===== src/rtl/kbd_pkg.sv =====
// kbd_pkg: shared FSM states and constants for the keystroke FIFO
package kbd_pkg;
    typedef enum logic [1:0] {IDLE, ACK, WAIT_LOW} kbd_state_e;
    localparam int KBD_DEFAULT_DEPTH_LOG2 = 4;
    localparam logic [7:0] KBD_EMPTY_DATA = 8'h00;
endpackage


===== src/rtl/kbd_ack_sync.sv =====
// kbd_ack_sync: 2-flop synchronizer plus rising-edge detector for clk_cpu strobes
module kbd_ack_sync (
    input  logic clk,
    input  logic rst,
    input  logic async_in,
    output logic pulse
);
    logic [2:0] s;
    always_ff @(posedge clk or posedge rst) begin
        if (rst) s <= '0;
        else     s <= {s[1:0], async_in};
    end
    assign pulse = s[1] & ~s[2];
endmodule


===== src/rtl/kbd_fifo.sv =====
// kbd_fifo: keystroke FIFO between ps2_drv and the CPU keyboard interrupt
// Define KBD_FIFO_OVERWRITE_EN to drop the oldest key instead of back-pressuring when full.
module kbd_fifo
    import kbd_pkg::*;
#(
    parameter int DEPTH_LOG2 = KBD_DEFAULT_DEPTH_LOG2
) (
    input  logic                  clk,
    input  logic                  rst,
    input  logic                  in_req,
    input  logic [7:0]            in_data,
    output logic                  in_ack,
    output logic                  out_int,
    output logic [7:0]            out_data,
    input  logic                  out_ack,
    output logic [DEPTH_LOG2:0]   count,
    output logic                  overflow
);
    localparam int DEPTH = 1 << DEPTH_LOG2;
    localparam logic [DEPTH_LOG2:0] FULL_CNT = (DEPTH_LOG2 + 1)'(DEPTH);

    logic [7:0]            mem [DEPTH];
    logic [DEPTH_LOG2-1:0] wr_ptr, rd_ptr;
    kbd_state_e            state, state_nx;
    logic                  full, empty, push_ok, push, pop_edge, pop, drop;

    kbd_ack_sync u_ack_sync (
        .clk      (clk),
        .rst      (rst),
        .async_in (out_ack),
        .pulse    (pop_edge)
    );

    assign full  = count == FULL_CNT;
    assign empty = count == '0;
    assign pop   = pop_edge & ~empty;

`ifdef KBD_FIFO_OVERWRITE_EN
    assign push_ok = 1'b1;
    assign drop    = push & full & ~pop;
    always_ff @(posedge clk or posedge rst) begin
        if (rst)       overflow <= 1'b0;
        else if (drop) overflow <= 1'b1;
    end
`else
    assign push_ok  = ~full;
    assign drop     = 1'b0;
    assign overflow = 1'b0;
`endif

    always_comb begin
        push     = state == IDLE && in_req && push_ok;
        state_nx = push ? ACK :
                   state == ACK ? WAIT_LOW :
                   (state == WAIT_LOW && !in_req) ? IDLE : state;
    end

    always_ff @(posedge clk or posedge rst) begin
        if (rst) state <= IDLE;
        else     state <= state_nx;
    end

    // A drop keeps count at full: the write replaces the entry the read pointer skips.
    always_ff @(posedge clk or posedge rst) begin
        if (rst) begin
            wr_ptr <= '0;
            rd_ptr <= '0;
            count  <= '0;
        end else begin
            if (push)        wr_ptr <= wr_ptr + 1'b1;
            if (pop | drop)  rd_ptr <= rd_ptr + 1'b1;
            if (push & ~pop & ~drop) count <= count + 1'b1;
            else if (pop & ~push)    count <= count - 1'b1;
        end
    end

    always_ff @(posedge clk) begin
        if (push) mem[wr_ptr] <= in_data;
    end

    assign in_ack   = state == ACK;
    assign out_int  = ~empty;
    assign out_data = empty ? KBD_EMPTY_DATA : mem[rd_ptr];
endmodule


===== config.mk =====
export PLATFORM = sky130hd
export DESIGN_NAME = kbd_fifo
export DESIGN_NICKNAME = d
export VERILOG_FILES = /design/src/rtl/kbd_pkg.sv /design/src/rtl/kbd_ack_sync.sv /design/src/rtl/kbd_fifo.sv
export SDC_FILE = /design/constraint.sdc
export NUM_CORES = 1
export LEC_CHECK = 0
export CAP_MARGIN = 0
export CORE_UTILIZATION = 33
export CTS_CLUSTER_DIAMETER = 80
export DETAILED_ROUTE_END_ITERATION = 10
export PLACE_DENSITY = 0.61
export SYNTH_ARGS = -nofsm -noshare
export SYNTH_HDL_FRONTEND = slang
export SYNTH_SLANG_ARGS = --single-unit

===== constraint.sdc =====
create_clock -name clk -period 4.4 [get_ports clk]
set_input_delay 0.88 -clock clk [delete_from_list [all_inputs] [get_ports clk]]
set_output_delay 0.88 -clock clk [all_outputs]
set_load 0.02 [all_outputs]

==> results.json <==
{
  "grt_max_degree": 25,
  "yosys.area.top_type": "edfxtp_1",
  "htreeDepth": 4,
  "final_cell_count_no_fill": 586,
  "cp.required_ps": 3520,
  "synthTopCellsByArea": "edfxtp_1 64%, mux4_2 10%, dfrtp_1 7.5%",
  "max_cap_violations": 0,
  "status": "complete, no violations",
  "reg2reg_from": "count[0]",
  "startpoint_type": "flip-flop",
  "drcViolationCount": 0,
  "coreArea_um2": 17500,
  "n_antenna_cell": 0,
  "drt-wirelength-per-cell_um": 20.0,
  "cts_buffers": 17,
  "finish.utilization_pct": 40.4,
  "wl_met2_mm": 5.74,
  "fp.dieH_um": 137,
  "fmax_mhz": 255,
  "ant_nets": 0,
  "crit_fanout": 24,
  "layout.nets": 373,
  "portBuffers": 26,
  "wl_met3_um": 567,
  "power_mw": 4.75,
  "dpl_cell_area_um2": 6490,
  "netlist.area_leader.share_pct": 64.3,
  "p_leak_nw": 2.38,
  "crit_arrival_ps": 3040,
  "endpoint_kind": "output port",
  "max_slew.worst_pin.slew_ps": 975,
  "rsz0062_at_grt": "false",
  "first_global_vias": 3082,
  "clk_pin_slew_ps": 60,
  "cts_hold_buf": 0,
  "vias": 2949,
  "seq_area_frac_synth_pct": 71.9,
  "worstSetupPathDepth": 6,
  "hold_viol": 0,
  "timing.rr.end": "count[4]",
  "place_congestion": 0.728,
  "r2r_cells": 9,
  "dieWidth_um": 137,
  "peakVddDrop_mv": 0.333,
  "hold_depth": 0,
  "setup_ws_ps": 480,
  "cts_setup_buffers": 0,
  "hpwl_mm": 7.44,
  "hold_slack_ps": 347,
  "cts_tree": "yes",
  "cts_resized": 0,
  "min_path_type": "reg2reg",
  "setup_viol": 0,
  "reg2reg_slack_ps": 1300,
  "antenna_found_initial": 0,
  "critPathLaunch": "rd_ptr[1]",
  "final_max_slew_viol_count": 0,
  "wirelength_mm": 11.7,
  "grt_pass1_wl_mm": 18.3,
  "finClkSkew_ps": 7.33,
  "met1Wirelength_mm": 5.29,
  "placement_rows": 48,
  "worst-path-buf-inv": 2,
  "cp_slowest_cell": "clkdlybuf4s50_1",
  "drive_gt1_share_pct": 20.2,
  "start_util_pct": 34.2,
  "area_growth_pct": 18.3,
  "stdcell_area_um2": 7060,
  "synth_fp_nets": 335,
  "cp_cell_sequence": "buf_4 > mux4_2 > mux2_2 > o21ai_0 > a21oi_1 > clkdlybuf4s50_1",
  "dieArea_um2": 18600,
  "drt_iter0_drc": 207,
  "synth_cell_types": 34,
  "cts-root-buf": "clkbuf_16",
  "grt_usage_pct": 13.9,
  "cp-endpoint": "out_data[2]",
  "clock_latency_ps": 410,
  "highest_layer": "met4",
  "overflow": 0,
  "slew_headroom_pct": 34.8,
  "syn_avg_cell_area_um2": 19.1,
  "cts_sinks": 146,
  "synth_warnings": 0,
  "cts_buffer_depth": 2,
  "postSynthCellCount": 312,
  "power_density_nw_per_um2": 672,
  "viasPerCell": 5.03,
  "crit_path_max_incr_delay_ps": 590,
  "placedCellCount": 556,
  "dp_slack_ps": 665,
  "dr.pass1.iters": 5,
  "min_period_ps": 3920,
  "io_pins": 28,
  "syn-cell-area_um2": 5970,
  "path_delay_family": "buffers and inverters",
  "fin_crit_sh_pct": 89.1,
  "synth-seq-cells": 146,
  "critPathKind": "reg2out",
  "setup_tns_ps": 0
}
## worst min-delay path by stage
stage	start	to	slack, ps
after floorplan	u_ack_sync.s[0]	u_ack_sync.s[1]	330
after global placement	u_ack_sync.s[0]	u_ack_sync.s[1]	340
after detailed placement	u_ack_sync.s[0]	u_ack_sync.s[1]	330
after CTS	u_ack_sync.s[0]	u_ack_sync.s[1]	350
after global routing	u_ack_sync.s[0]	u_ack_sync.s[1]	370
final	u_ack_sync.s[0]	u_ack_sync.s[1]	350
## layer usage
layer  up-vias  GRT usage (%)
li1       1313              -
met1      1549           18.2
met2        79           22.3
met3         8           4.22
met4         0           3.70
met5         -              0
## layout make-up
class | instances | area (µm²)
Inverter | 7 | 26.3
Tap cell | 225 | 282
Timing Repair Buffer | 35 | 340
Fill cell | 1558 | 10400
Multi-Input combinational cell | 143 | 1550
Sequential cell | 146 | 4290
Clock inverter | 11 | 139
Clock buffer | 19 | 433
## placed cells by master (no fill, tap or decap), types with 5 or more instances in the layout
cell type and instances:
nand2_1 11, xnor2_1 7, mux2i_1 10, clkdlybuf4s50_1 26, nor2_1 15, buf_4 8
mux2_2 9, edfxtp_1 128, mux4_1 5, mux4_2 27, nor3_1 6, a21oi_1 9
dfrtp_1 18, ha_1 10, clkbuf_16 17, inv_1 7, o21ai_0 10
## cells by family (layout without fill, tap and decap cells)
| family | Yosys count | count (layout) | synth area share, % |
|---|---|---|---|
| flops | 146 | 146 | 71.9 |
| xor+xnor | 9 | 9 | 1.32 |
| buf+inv | 23 | 72 | 2.16 |
| fa+ha+maj | 11 | 11 | 2.43 |
| mux | 51 | 51 | 15.8 |
| compound gates | 27 | 27 | 2.93 |
| other cells | 1 | 1 | 0.0628 |
| simple gates | 44 | 44 | 3.46 |
## sequential cells by signal, indices dropped and copies added (netlist names)
register / cells
rd_ptr: 4
mem: 128
state: 2
count: 5
wr_ptr: 4
u_ack_sync.s: 3
## cell usage after synthesis, drive strengths merged
master and instances:
edfxtp 128, mux4 32, dfrtp 18, nor2 15
buf 14, o21ai 12, nand2 11, ha 10
mux2i 10, a21oi 9, mux2 9, inv 7
xnor2 7, nor3 6, nand2b 3, nand3 3
nor2b 3, a21o 2, clkbuf 2, xor2 2
a2111oi 1, a311o 1, conb 1, fa 1
nand4 1, nor4 1, o211a 1, o21a 1
or4 1
## where the power goes
part           internal (mW)  switching, mW  total [mW]  leakage [nW]
combinational          0.761          0.773        1.53         0.738
sequential              1.64          0.162        1.80          1.37
clock                  0.880          0.531        1.41         0.270
(Power assumes the default switching activity.)
